## src/rtl/block_peak_accum.sv

```systemverilog
// block_peak_accum: per-zone peak (max RGB) accumulation for one backlight row, shadowed and streamed over valid/ready.
// Ports: iODCK clock, iRST_n async active-low reset; iH_Duty block mask, iPixelData 8x RGB888,
//   iV_Address row index, iV_Duty/iOU_en beat qualifiers, iALG_rst frame start flush,
//   iV_Block_Duty_Count line tag; iBlkReady/oBlkValid handshake, oBlkPeak/oBlkH/oBlkV/oBlkLines/oBlkSum
//   zone result, oOverflow sticky dropped-row flag.
// Optional BLK_SUM_EN: per-zone saturating sum of beat maxima on oBlkSum (tied to 0 otherwise).
module block_peak_accum #(
  parameter int NUM_HBLK = 24,
  parameter int HB_W = 5,
  parameter int SUM_W = 20
) (
  input  logic                iODCK,
  input  logic                iRST_n,
  input  logic [NUM_HBLK-1:0] iH_Duty,
  input  logic [191:0]        iPixelData,
  input  logic [3:0]          iV_Address,
  input  logic                iV_Duty,
  input  logic                iOU_en,
  input  logic                iALG_rst,
  input  logic [6:0]          iV_Block_Duty_Count,
  input  logic                iBlkReady,
  output logic                oBlkValid,
  output logic [7:0]          oBlkPeak,
  output logic [HB_W-1:0]     oBlkH,
  output logic [3:0]          oBlkV,
  output logic [6:0]          oBlkLines,
  output logic [SUM_W-1:0]    oBlkSum,
  output logic                oOverflow
);
  typedef enum logic {IDLE, STREAM} state_t;
  state_t state, state_d;
  logic [HB_W-1:0] idx, idx_d;
  logic q, close_now, row_open, start, busy, last;
  logic [3:0] cur_v, s1_v, shadow_v;
  logic [6:0] row_lines, s1_lines, shadow_lines;
  logic [7:0] pmax, s1_bmax;
  logic [NUM_HBLK-1:0] s1_mask;
  logic s1_close, s1_clr;
  logic [7:0] acc [NUM_HBLK];
  logic [7:0] acc_nxt [NUM_HBLK];
  logic [7:0] shadow [NUM_HBLK];
  assign q = iOU_en & iV_Duty;
  assign close_now = row_open & ((q & (iV_Address != cur_v)) | iALG_rst);
  assign busy = (state == STREAM) | start;
  assign last = idx == HB_W'(NUM_HBLK - 1);
  always_comb begin
    pmax = '0;
    for (int p = 0; p < 8; p++)
      for (int c = 0; c < 3; c++)
        pmax = iPixelData[24*p+8*c +: 8] > pmax ? iPixelData[24*p+8*c +: 8] : pmax;
  end
  // S1: beat summary plus the old row's identity, captured before the closing beat retags it
  always_ff @(posedge iODCK or negedge iRST_n)
    if (!iRST_n) begin
      s1_bmax <= '0;
      s1_mask <= '0;
      s1_close <= 1'b0;
      s1_clr <= 1'b0;
      s1_v <= '0;
      s1_lines <= '0;
      row_open <= 1'b0;
      cur_v <= '0;
      row_lines <= '0;
    end else begin
      s1_bmax <= pmax;
      s1_mask <= iH_Duty & {NUM_HBLK{q}};
      s1_close <= close_now;
      s1_clr <= close_now | iALG_rst;
      s1_v <= cur_v;
      s1_lines <= row_lines;
      row_open <= q | (row_open & ~iALG_rst);
      if (q) begin
        cur_v <= iV_Address;
        row_lines <= iV_Block_Duty_Count;
      end
    end
  // a clearing beat starts from an empty bank, so the closing beat lands in the new row
  always_comb
    for (int k = 0; k < NUM_HBLK; k++)
      acc_nxt[k] = (s1_mask[k] && s1_bmax > (s1_clr ? 8'd0 : acc[k])) ? s1_bmax : (s1_clr ? 8'd0 : acc[k]);
  // S2: accumulate, and on close snapshot the finished row unless the shadow is still in use
  always_ff @(posedge iODCK or negedge iRST_n)
    if (!iRST_n) begin
      for (int k = 0; k < NUM_HBLK; k++) begin
        acc[k] <= '0;
        shadow[k] <= '0;
      end
      shadow_v <= '0;
      shadow_lines <= '0;
      start <= 1'b0;
      oOverflow <= 1'b0;
    end else begin
      acc <= acc_nxt;
      start <= s1_close & ~busy;
      if (s1_close & ~busy) begin
        shadow <= acc;
        shadow_v <= s1_v;
        shadow_lines <= s1_lines;
      end
      if (s1_close & busy) oOverflow <= 1'b1;
    end
  always_ff @(posedge iODCK or negedge iRST_n)
    if (!iRST_n) begin
      state <= IDLE;
      idx <= '0;
    end else begin
      state <= state_d;
      idx <= idx_d;
    end
  always_comb begin
    state_d = state;
    idx_d = idx;
    if (state == IDLE && start) begin
      state_d = STREAM;
      idx_d = '0;
    end else if (state == STREAM && iBlkReady) begin
      state_d = last ? IDLE : STREAM;
      idx_d = last ? '0 : idx + 1'b1;
    end
  end
  assign oBlkValid = state == STREAM;
  assign oBlkPeak = oBlkValid ? shadow[idx] : '0;
  assign oBlkH = oBlkValid ? idx : '0;
  assign oBlkV = oBlkValid ? shadow_v : '0;
  assign oBlkLines = oBlkValid ? shadow_lines : '0;
`ifdef BLK_SUM_EN
  logic [SUM_W-1:0] acc_sum [NUM_HBLK];
  logic [SUM_W-1:0] sum_nxt [NUM_HBLK];
  logic [SUM_W-1:0] shadow_sum [NUM_HBLK];
  logic [SUM_W-1:0] sum_base [NUM_HBLK];
  logic [SUM_W:0] sum_wide [NUM_HBLK];
  always_comb
    for (int k = 0; k < NUM_HBLK; k++) begin
      sum_base[k] = s1_clr ? '0 : acc_sum[k];
      sum_wide[k] = {1'b0, sum_base[k]} + (SUM_W+1)'(s1_bmax);
      sum_nxt[k] = !s1_mask[k] ? sum_base[k] : sum_wide[k][SUM_W] ? '1 : sum_wide[k][SUM_W-1:0];
    end
  always_ff @(posedge iODCK or negedge iRST_n)
    if (!iRST_n) begin
      for (int k = 0; k < NUM_HBLK; k++) begin
        acc_sum[k] <= '0;
        shadow_sum[k] <= '0;
      end
    end else begin
      acc_sum <= sum_nxt;
      if (s1_close & ~busy) shadow_sum <= acc_sum;
    end
  assign oBlkSum = oBlkValid ? shadow_sum[idx] : '0;
`else
  assign oBlkSum = '0;
`endif
endmodule
```

## config.mk

```make
export PLATFORM = sky130hd
export DESIGN_NAME = block_peak_accum
export DESIGN_NICKNAME = d
export VERILOG_FILES = /design/src/rtl/block_peak_accum.sv
export SDC_FILE = /design/constraint.sdc
export NUM_CORES = 2
export LEC_CHECK = 0
export ABC_AREA = 1
export CORE_MARGIN = 1.5
export CORE_UTILIZATION = 29
export DETAILED_ROUTE_END_ITERATION = 10
export HOLD_SLACK_MARGIN = 0.05
export PLACE_DENSITY = 0.59
export SLEW_MARGIN = 20
export SYNTH_ARGS = -nofsm -noshare
export SYNTH_HDL_FRONTEND = slang
export SYNTH_SLANG_ARGS = --single-unit
```

## constraint.sdc

```tcl
create_clock -name iODCK -period 2.91 [get_ports iODCK]
set_input_delay 0.291 -clock iODCK [delete_from_list [all_inputs] [get_ports iODCK]]
set_output_delay 0.291 -clock iODCK [all_outputs]
set_load 0.005 [all_outputs]
```

==> summary.txt <==
Status
  – Status: complete, but fails checks
  – Failing checks: negative setup slack

Synthesis
  – Post-Synth XOR/XNOR Area: 0.1441%
  – Synth area leaders: dfrtp_1 38%, nand2_1 16%, ha_1 14%
  – Mapped Avg Cell Area: 7.595 um^2
  – Multiplexer share of the synthesized area: less than 1%
  – Post-synth top area cell: dfrtp_1
  – Register bit total from synthesis: 460
  – Most frequent cells after synthesis: 1269 x nand2_1, 460 x dfrtp_1, 390 x nor2_1
  – Synth Area in Compound Gates: ~14%
  – Post-Syn Area: a little over 30000 um^2
  – Dominant synthesized flop cell: dfrtp_1
  – Number of enable flip-flop cells after synthesis: 0
  – Post-synth top area share: 37.88%
  – Register area share after synthesis: 37.88%
  – Post-synth ARST share: 100.0%
  – Ys Warns: 0
  – Largest family of logic cells by synthesized area: simple AND/OR/NAND/NOR gates
  – Post-Synth Simple-Gate Area: 27.03%
  – Fraction of the mapped netlist area in adder cells: 13.96%
  – Synthesized instance count: roughly 4000
  – Most frequent cell after synthesis: nand2_1
  – Distinct cells, synth: 47

Timing
  – Max-slew headroom: roughly a third
  – Slew @ Worst Pin: 1009 ps
  – Setup violations, final: 9
  – Min cycle time layout: ~25000 ps
  – Pins Over Slew Limit: 0
  – Hold WS: around 220 ps
  – Fmax: 39.36 MHz
  – Final Hold Viols: 0
  – Setup Skew: just under 9 ps
  – Unrepaired setup endpoints after global routing: yes
  – Setup TNS: -179800 ps
  – Worst Slack Setup Final: -22490 ps
  – Period utilisation layout: 873.0%

Global routing
  – Gr ovfl total: 0
  – Largest net degree at the start of global routing: 228
  – Antenna violations before repair: 16
  – Overall Global Routing Usage: 17.71%
  – First-pass GRT wire length: 154.5 mm
  – Vias in the first global route: 29360

Detailed routing
  – Drt drc: 0
  – Final ANT Viol Nets: 0
  – Initial drt markers: approximately 1800
  – Post-DR vias/cell: 4.814
  – Wire per inst: between 15 and 20 um
  – Router iterations before antenna repair: 5
  – Final WL: about 100 mm
  – Total number of vias: 29849

Die
  – Core area: 103600 um^2
  – I/O pins: 279
  – Die Area: 106700 um^2
  – Starting Density: 29.32%
  – Die width: 326.7 um
  – Die height: 326.7 um
  – Rows: 118

Setup path
  – CP most frequent cell: nand2_4
  – CP Capture Type: register
  – CP max stage delay: 330 ps
  – Worst EP arrival: 25880 ps
  – WP data required: about 3400 ps
  – Crit start category: input pin
  – Slowest cell on crit path: ha_1
  – CP max FO: 8
  – WS Path Type: input pin to register

CTS
  – CTS HTree Levels: 2
  – Clock Latency Late Sink: 590 ps
  – TritonCTS clock tree: yes
  – Clock-pin slew on the worst setup and hold paths: 60 ps
  – Maximum root-to-sink buffer count: 3
  – CTS buffer count: 51
  – CTS sink cnt: 460
  – Root Driver: clkbuf_16

Layout
  – Final #Nets: 5349
  – P&R area growth vs syn: 43.63%
  – Number of fill cells: approximately 10000
  – Layout cells sized above 1: 27.46%
  – Fin area: 43650 um^2

Place
  – Place WS: -23780 ps
  – DP HPWL: 68.05 mm
  – IO buf count: roughly 260
  – Placed instance area: 38120 um^2
  – Gpl congestion: 0.8981

Min path
  – Min-delay worst type: input pin to register

Job
  – MaxCap Viol Count: 0
-- placed cells by master, fill, tap and decap left out, drive strengths merged, types with 39 or more instances in the layout --
cell type,n
nand3,128
a21oi,292
o21ai,281
buf,628
clkdlybuf4s50,233
nand2,1388
o221ai,55
dfrtp,460
inv,252
nand4,39
clkbuf,85
nor2,406
ha,339
-- through the flow --
stage | utilization (%) | cells
after floorplan | - | 4020
final | 42.11 | 6200
after CTS | 39.99 | 6132
after global placement | 36.78 | 5932
after detailed placement | 36.78 | 5932
after global routing | 42.11 | 6199
-- area by class of cell --
cell class / instances / area, um^2 / share of cell area (%)
clock inverter: 9 / 97.59 / 0.2236
inverter: 262 / 1049 / 2.402
tap: 1380 / 1727 / 3.956
multi-input combinational: 3127 / 19820 / 45.42
antenna: 9 / 22.52 / 0.05160
clock buffer: 78 / 1540 / 3.529
timing repair buffer: 875 / 7866 / 18.02
sequential: 460 / 11520 / 26.40
-- critical path, delay by kind of cell --
family,cells,cell delay [ps]
AO/OA/AOI/OAI,41,5040
AND/OR/NAND/NOR,111,12620
adder cells (fa/ha/maj),23,6460
buffers and inverters,15,1320
-- per-layer routing --
layer | wire, um | part of all wire (%) | GRT usage [%] | up-vias
met4 | 2405 | 2.4 | 5.022 | 14
met5 | 94 | 0.095 | 0 | -
met3 | 4778 | 4.8 | 3.079 | 157
li1 | - | - | - | 14895
met2 | 46960 | 48 | 29.30 | 625
met1 | 44410 | 45 | 23.62 | 14158
-- cell families (layout without fill, tap and decap cells) --
group / after synthesis / count (layout)
xor gates and xnor gates: 5 / 5
adders and majority gates: 339 / 339
muxes: 11 / 11
DFF: 460 / 460
and+or+nand+nor: 1975 / 1995
other: 1 / 29
AOI/OAI and AO/OA: 757 / 757
buffers and inverters: 453 / 1224
-- sequential cells by signal, indices dropped and copies added (netlist names) --
signal and flops:
acc 192, shadow 192, s1_mask 24, s1_bmax 8
row_lines 7, s1_lines 7, shadow_lines 7, idx 5
cur_v 4, s1_v 4, shadow_v 4, oBlkValid 1
oOverflow 1, row_open 1, s1_close 1, s1_clr 1
start 1
-- path summary, 6_finish.rpt --
path	from	to	slack (ps)	depth (start not counted)
worst max-delay path	iPixelData[12]	s1_bmax[1]	-22490	190
worst min-delay path	iH_Duty[3]	s1_mask[3]	220	3
worst max register to register	s1_clr	acc[54]	210	9
worst min register to register	row_lines[3]	s1_lines[3]	370	0
max in group asynchronous	iRST_n	shadow_lines[6]	1720	3
min in group asynchronous	iRST_n	acc[118]	350	2
-- what timing repair did --
action / CTS / global route
setup buffers: 92 / 60
pin swaps: 129 / 247
hold buffers: 1 / 0
resized for setup: 283 / 403
endpoints found under the hold margin: 64 / 0
setup endpoints to repair: 16 / 35
cloned: 22 / 2
Power is not shown: default switching activity piles up to over one toggle a cycle in this logic, so the estimate is an artifact.
